## config.mk

```make
export PLATFORM = sky130hd
export DESIGN_NAME = serial_add_ctrl
export DESIGN_NICKNAME = d
export VERILOG_FILES = /design/src/rtl/serial_add_ctrl_pkg.sv /design/src/rtl/serial_add_ctrl_full_adder.sv /design/src/rtl/serial_add_ctrl.sv
export SDC_FILE = /design/constraint.sdc
export NUM_CORES = 1
export LEC_CHECK = 0
export CAP_MARGIN = 20
export CORE_MARGIN = 2
export CORE_UTILIZATION = 25
export CTS_CLUSTER_SIZE = 30
export DETAILED_ROUTE_END_ITERATION = 16
export GPL_TIMING_DRIVEN = 0
export SYNTH_ARGS = -nofsm -noshare
export SYNTH_HDL_FRONTEND = slang
export SYNTH_HIERARCHICAL = 1
export SYNTH_SLANG_ARGS = --single-unit
export TNS_END_PERCENT = 20
```

## constraint.sdc

```tcl
create_clock -name clk -period 1.4 [get_ports clk]
set_input_delay 0.35 -clock clk [delete_from_list [all_inputs] [get_ports clk]]
set_output_delay 0.35 -clock clk [all_outputs]
set_load 0.005 [all_outputs]
```

## src/rtl/serial_add_ctrl_pkg.sv

```systemverilog
// serial_add_ctrl_pkg: shared constants and types for the bit-serial adder controller
//   DEFAULT_WIDTH : default operand/result width
//   state_t       : controller FSM encoding (IDLE, SHIFT, DONE)
//   cnt_width()   : bit-counter width for a given operand width (minimum 1)
package serial_add_ctrl_pkg;

    localparam int DEFAULT_WIDTH = 8;

    typedef enum logic [1:0] {
        ST_IDLE  = 2'b00,
        ST_SHIFT = 2'b01,
        ST_DONE  = 2'b10
    } state_t;

    function automatic int cnt_width(input int w);
        return (w > 1) ? $clog2(w) : 1;
    endfunction

endpackage

```

## src/rtl/serial_add_ctrl_full_adder.sv

```systemverilog
// full_adder: one-bit full adder cell
//   a, b, cin : operand bits and carry-in
//   sum       : a ^ b ^ cin
//   carry     : carry-out
module full_adder (
    input  logic a,
    input  logic b,
    input  logic cin,
    output logic sum,
    output logic carry
);

    assign sum   = a ^ b ^ cin;
    assign carry = (a & b) | (cin & (a ^ b));

endmodule

```

## src/rtl/serial_add_ctrl.sv

```systemverilog
// serial_add_ctrl: bit-serial adder sequencing one full_adder over WIDTH cycles
//   clk, rst_n        : clock, asynchronous active-low reset
//   start             : begin an addition (sampled only when idle)
//   a_in, b_in, cin_in: operands, captured on the accepting edge
//   busy              : high while shifting or reporting done
//   done              : one-cycle pulse when sum_out/cout_out are updated
//   sum_out, cout_out : last completed result, held until the next completion
module serial_add_ctrl
    import serial_add_ctrl_pkg::*;
#(
    parameter int WIDTH = DEFAULT_WIDTH
) (
    input  logic             clk,
    input  logic             rst_n,
    input  logic             start,
    input  logic [WIDTH-1:0] a_in,
    input  logic [WIDTH-1:0] b_in,
    input  logic             cin_in,
    output logic             busy,
    output logic             done,
    output logic [WIDTH-1:0] sum_out,
    output logic             cout_out
);

    localparam int CW = cnt_width(WIDTH);

    state_t           state_q, state_d;
    logic [WIDTH-1:0] a_sh_q, a_sh_d;
    logic [WIDTH-1:0] b_sh_q, b_sh_d;
    logic [WIDTH-1:0] s_sh_q, s_sh_d;
    logic [WIDTH-1:0] sum_q, sum_d;
    logic             carry_q, carry_d;
    logic             cout_q, cout_d;
    logic [CW-1:0]    cnt_q, cnt_d;
    logic             fa_sum, fa_carry;
    logic             load, shift, last;
    logic [WIDTH-1:0] s_next;

    full_adder u_fa (
        .a    (a_sh_q[0]),
        .b    (b_sh_q[0]),
        .cin  (carry_q),
        .sum  (fa_sum),
        .carry(fa_carry)
    );

    assign load  = (state_q == ST_IDLE) && start;
    assign shift = (state_q == ST_SHIFT);
    assign last  = (cnt_q == CW'(WIDTH - 1));
    // New sum bit enters at the MSB; written as a shift so WIDTH=1 needs no special case.
    assign s_next = (s_sh_q >> 1) | (WIDTH'(fa_sum) << (WIDTH - 1));

    always_ff @(posedge clk or negedge rst_n) begin
        if (!rst_n) begin
            state_q <= ST_IDLE;
        end else begin
            state_q <= state_d;
        end
    end

    always_comb begin
        state_d = (state_q == ST_IDLE)  ? (start ? ST_SHIFT : ST_IDLE) :
                  (state_q == ST_SHIFT) ? (last  ? ST_DONE  : ST_SHIFT) :
                                          ST_IDLE;
    end

    always_comb begin
        busy = (state_q != ST_IDLE);
        done = (state_q == ST_DONE);
    end

    always_comb begin
        a_sh_d  = load ? a_in   : shift ? a_sh_q >> 1    : a_sh_q;
        b_sh_d  = load ? b_in   : shift ? b_sh_q >> 1    : b_sh_q;
        s_sh_d  = load ? '0     : shift ? s_next         : s_sh_q;
        carry_d = load ? cin_in : shift ? fa_carry       : carry_q;
        cnt_d   = load ? '0     : shift ? cnt_q + 1'b1   : cnt_q;
        sum_d   = (shift && last) ? s_next   : sum_q;
        cout_d  = (shift && last) ? fa_carry : cout_q;
    end

    always_ff @(posedge clk or negedge rst_n) begin
        if (!rst_n) begin
            a_sh_q  <= '0;
            b_sh_q  <= '0;
            s_sh_q  <= '0;
            carry_q <= 1'b0;
            cnt_q   <= '0;
            sum_q   <= '0;
            cout_q  <= 1'b0;
        end else begin
            a_sh_q  <= a_sh_d;
            b_sh_q  <= b_sh_d;
            s_sh_q  <= s_sh_d;
            carry_q <= carry_d;
            cnt_q   <= cnt_d;
            sum_q   <= sum_d;
            cout_q  <= cout_d;
        end
    end

    assign sum_out  = sum_q;
    assign cout_out = cout_q;

endmodule

```

# Yosys cells after proc, flatten, opt, wreduce, memory -nomap -nowiden
# Cells that the tools add are included.
dict set report classes {
  n_addsub 1
  eq_ne 3
  mux 14
  n_bitwise 6
  n_reduce_logical 5
}
# cell n
set op_table {}
lappend op_table {{$mux W8} 6}
lappend op_table {{$or A7 B8 Y8} 1}
lappend op_table {{$mux W2} 3}
lappend op_table {{$mux W3} 2}
lappend op_table {{$reduce_bool A2 Y1} 2}
lappend op_table {{$add A3 B1 Y3 const B} 1}
lappend op_table {{$eq A3 B3 Y1 const B} 1}
lappend op_table {{$mux W1} 3}
lappend op_table {{$and A1 B1 Y1} 2}
lappend op_table {{$eq A2 B1 Y1 const B} 1}
lappend op_table {{$eq A2 B2 Y1 const B} 1}
lappend op_table {{$logic_and A1 B1 Y1} 2}
lappend op_table {{$logic_not A2 Y1} 1}
lappend op_table {{$xor A1 B1 Y1} 2}
lappend op_table {{$or A1 B1 Y1} 1}
dict set report word_totals {
  reg_bits 39
  elab_cells 37
  input_bits 20
  output_inout_bits 11
}

# Depth between registers and ports, before layout
dict set report logic_depth {
  depth_word 5
  depth_mapped 5
  ltp_nobuf 4
}

# Cells and area by module
# The synthesis kept the hierarchy.
# module cells_each seq_area_each_um2 n_inst area_each_um2
set modules_own_cells {}
lappend modules_own_cells {serial_add_ctrl 117 950.9 1 1687.9}
lappend modules_own_cells {full_adder 1 0.0 1 20.0}

# Worst setup path before layout
# Ideal clock, no wire load.
dict set report synth_path {
  path_type {reg-to-reg}
  from {register cnt_q[0]}
  to {register cout_q (netlist: cout_out)}
  setup_ns 0.125
  slack_ns -0.077
  stages_incl_launch_ff 6
  t_arrival_ns 1.352
  path_buffers 1
  synth_period_minus_slack_ns 1.477
  t_required_ns 1.275
  path_cell_list {dfrtp_1 > ha_1 > ha_1 > nand3b_1 > buf_2 > mux2_2}
}
dict set report synth_via {
  elab_chain_cells 2
}
# element line
set synth_rtl {}
lappend synth_rtl {{from (decl)} serial_add_ctrl.sv:34} ;# logic [CW-1:0] cnt_q, cnt_d;
lappend synth_rtl {{from (signal assigned)} serial_add_ctrl.sv:96} ;# cnt_q <= cnt_d;
lappend synth_rtl {{$eq A3 B3 Y1} serial_add_ctrl.sv:49} ;# assign last = (cnt_q == CW'(WIDTH - 1));
lappend synth_rtl {{$logic_and A1 B1 Y1} serial_add_ctrl.sv:79} ;# cout_d = (shift && last) ? fa_carry : cout_q;
lappend synth_rtl {{to (signal assigned)} serial_add_ctrl.sv:98} ;# cout_q <= cout_d;
lappend synth_rtl {{to (decl)} serial_add_ctrl.sv:33} ;# logic cout_q, cout_d;
# Every way passes these cells.
# A chain may end at the register's enable or synchronous reset.

# Final worst setup path
dict set report layout_path {
  from {register state_q[1]}
  to {output port busy}
}
dict set report layout_via {
  elab_chain_cells 1
}
# element line
set layout_rtl {}
lappend layout_rtl {{from (decl)} serial_add_ctrl.sv:27} ;# state_t state_q, state_d;
lappend layout_rtl {{from (signal assigned)} serial_add_ctrl.sv:57} ;# state_q <= state_d;
lappend layout_rtl {{$reduce_bool A2 Y1} serial_add_ctrl.sv:68} ;# busy = (state_q != ST_IDLE);
lappend layout_rtl {{to (decl)} serial_add_ctrl.sv:19} ;# output logic busy,
# Every way passes these cells.

==> PnR_summary.wiki <==
{| class="wikitable"
! Metric !! Value
|-
| Endpoints failing hold || 0
|-
| Commonest cells post-synth || sky130_fd_sc_hd__dfrtp_1, sky130_fd_sc_hd__o221a_2, sky130_fd_sc_hd__or4b_1
|-
| Top area cells in the synthesized netlist || sky130_fd_sc_hd__dfrtp_1, sky130_fd_sc_hd__o221a_2, sky130_fd_sc_hd__or4b_1
|-
| Ant. Diodes || 0
|-
| Power, Total || ~4.6 mW
|-
| Clock Root Buffer || sky130_fd_sc_hd__clkbuf_8
|-
| Share of layout cells above drive strength 1 || a little over a third
|-
| Number of nets with antenna violations after routing || 0
|-
| Setup Viol. Count Final || 22
|-
| Sequential cell area || between 900 and 1000 um^2
|-
| Top cell type by total area after synthesis || sky130_fd_sc_hd__dfrtp_1
|-
| Result of the run || finished, violations left
|-
| Core Footprint || about 6700 um^2
|-
| Setup Slack @ Placement || -0.542 ns
|-
| Peak fanout along the critical path || 3
|-
| Final setup skew || approximately 0.0027 ns
|-
| Post-detailed-route DRC marker count || 0
|-
| Tightest Pin Transition || between 0.8 and 0.9 ns
|-
| Maximum clock insertion buffer count || 2
|-
| Die H || ~87 um
|-
| Reg clk slew, reported paths || roughly 0.070 ns
|-
| Class of the most critical setup path || flop to output pin
|-
| Syn-to-layout area delta || 36.6%
|-
| Number of max-cap violations || 0
|-
| DRT iter0 DRCs || 16
|-
| Power density over cell area || 1970 nW/um^2
|-
| Shortest clock period the worst path allows after layout || 1.52 ns
|-
| Sum of negative setup slack || -1.02 ns
|-
| Leading register cell type out of synthesis || sky130_fd_sc_hd__dfrtp_1
|-
| Fraction of registers with async set or reset after synthesis || 100%
|-
| Number of global-route vias before repair || 1135
|-
| Length in cells of the worst reg-to-reg path || 4
|-
| Max-Slew Margin vs Limit || ~45%
|-
| Wire length of the first global-routing pass || 5670 um
|-
| Setup repair after global routing missed its margin || true
|-
| Insertion delay of the later-clocked pin in the worst-skew pair || 0.29 ns
|-
| Buffers on Ports || 30
|-
| Via count of the routed design || 1140
|-
| TritonCTS clock tree || yes
|-
| Horizontal extent of the die || between 80 and 90 um
|-
| Hold-fix buffers, CTS || 0
|-
| Drt first pass iters || 2
|-
| Number of rows in the core area || 30
|-
| Number of sinks driven by the clock tree || 38
|-
| Proportion of synthesized chip area in sequential cells || about 56%
|-
| Number of clock buffers inserted by TritonCTS || 5
|-
| Largest net degree at the start of global routing || 39
|-
| Via density per instance || 4.75
|-
| Timing-limited maximum frequency || around 0.66 GHz
|-
| Source of the critical timing path || state_q[1]
|-
| Post-synthesis net count || about 140
|-
| Wire length per cell || 14.6 um
|-
| FF-to-FF setup slack || -0.07 ns
|-
| Yosys warnings || 6
|-
| Arrival time reported for the critical path endpoint || 1.17 ns
|-
| Most frequent cell after synthesis || sky130_fd_sc_hd__dfrtp_1
|-
| Worst flop-to-flop path startpoint || state_q[0]
|-
| Final worst path period share || 109%
|-
| Share of the synthesized area in the top cell type || a little under three fifths
|-
| P_leak || 1.06 nW
|-
| Avg Inst Size Synth || 14.5 um^2
|-
| WP data required || ~1.1 ns
|-
| # H-tree levels || 2
|-
| NumNets Final || 182
|-
| Gpl congestion || between 0.6 and 0.7
|-
| Slack of the critical path || -0.122 ns
|-
| Count of filler cells inserted in the layout || 669
|-
| Mapped Area || approximately 1700 um^2
|-
| Total wire length after detailed routing || between 3000 and 4000 um
|-
| Number of enable flip-flop cells after synthesis || 0
|-
| Max rail drop VDD || between 500 and 600 uV
|-
| Antenna violations before repair || 0
|-
| GR Util All Layers || 9.86%
|-
| Final-report max-slew violation count || 0
|-
| Detailed placer's ending HPWL || ~2300 um
|-
| Effective utilization at floorplan || about a quarter
|-
| Post-Synthesis Cells || approximately 120
|-
| Footprint of the multi-input gates || ~740 um^2
|-
| Kind of path behind the tightest hold check || input port to asynchronous set/reset pin
|-
| Failing checks || negative setup slack
|-
| Total Die Area || around 7500 um^2
|-
| Library cells used by synthesis || 23
|-
| Critical path capture point type || output pin
|-
| Category of the worst setup path launch point || flop
|-
| Register bit count reported by yosys || 38
|-
| Remaining global-route overflow || 0
|-
| Count of pins on the block boundary || 31
|}
-- stage by stage --
stage / hold WS (ns) / utilization (%) / area (um^2) / instances
after global placement: 0.480 / 31.5 / 2120 / 228
after global routing: 0.219 / 34.7 / 2330 / 240
after floorplan: 0.0544 / - / 1720 / 118
after CTS: 0.189 / 33.9 / 2280 / 240
final: 0.153 / 34.7 / 2330 / 240
after detailed placement: 0.483 / 31.4 / 2110 / 228
-- worst max-delay path, stage by stage (launching register included) --
cell                      delay [ns]
sky130_fd_sc_hd__dfrtp_2        0.43
sky130_fd_sc_hd__buf_6          0.13
sky130_fd_sc_hd__or2_4          0.22
sky130_fd_sc_hd__buf_6          0.11
-- cell type report --
| type | instances | share of cell area (%) |
|---|---|---|
| plain buffers | 11 | 4.77 |
| clock buffers | 7 | 3.70 |
| clock inverters | 1 | 0.215 |
| inverters | 1 | 0.161 |
| multi-input cells | 66 | 31.6 |
| flip-flops and latches | 38 | 40.8 |
| well taps | 80 | 4.29 |
| repair buffers | 36 | 14.4 |
-- final timing paths --
kind                                   end
worst min register to register    cnt_q[0]
worst min-delay path            sum_out[6]
worst max register to register   b_sh_q[0]
min in group clk                  cnt_q[0]
max in group asynchronous       state_q[1]
worst max-delay path                  busy
-- routing by layer --
metal / routed length, um / global-route usage (%) / vias to the layer above
li1: - / - / 548
met1: 1740 / 13.5 / 563
met2: 1580 / 14.8 / 25
met3: 147 / 3.62 / 4
met4: 31 / 2.56 / 0
met5: 0 / 0 / -
-- repair_timing --
item | in CTS | in global routing
pin swaps | 3 | 3
setup buffers | 4 | 1
cloned | 1 | 0
resized for setup | 34 | 18
endpoints found under the setup margin | 46 | 36
-- flip-flops by register name, summed over array words and instances (netlist names) --
signal    count
b_sh_q        8
cnt_q         3
s_sh_q        7
a_sh_q        8
cout_out      1
carry_q       1
state_q       2
sum_out       8
-- power by group --
part / total (mW) / internal (mW) / switching (mW)
clock network: 0.766 / 0.397 / 0.369
registers: 1.93 / 1.60 / 0.327
logic: 1.90 / 1.21 / 0.694
-- cell families (layout without fill, tap and decap cells) --
family	Yosys count	after routing	share of synthesized area (%)
muxes	10	10	6.52
DFF	38	38	55.7
AOI/OAI and AO/OA	29	29	17.1
and+or+nand+nor	24	24	12.7
adders and majority gates	3	3	2.64
buffers and inverters	14	56	5.35
-- layout by cell type (no fill, tap or decap), types with 3 or more instances in the layout --
cell	n
sky130_fd_sc_hd__or4b_1	14
sky130_fd_sc_hd__buf_4	3
sky130_fd_sc_hd__clkbuf_8	6
sky130_fd_sc_hd__dlygate4sd2_1	9
sky130_fd_sc_hd__o221a_2	14
sky130_fd_sc_hd__dfrtp_1	37
sky130_fd_sc_hd__a22o_1	9
sky130_fd_sc_hd__buf_2	3
sky130_fd_sc_hd__buf_6	11
sky130_fd_sc_hd__mux2_4	9
sky130_fd_sc_hd__clkdlybuf4s50_1	17
Power figures use the tool's default switching activity.
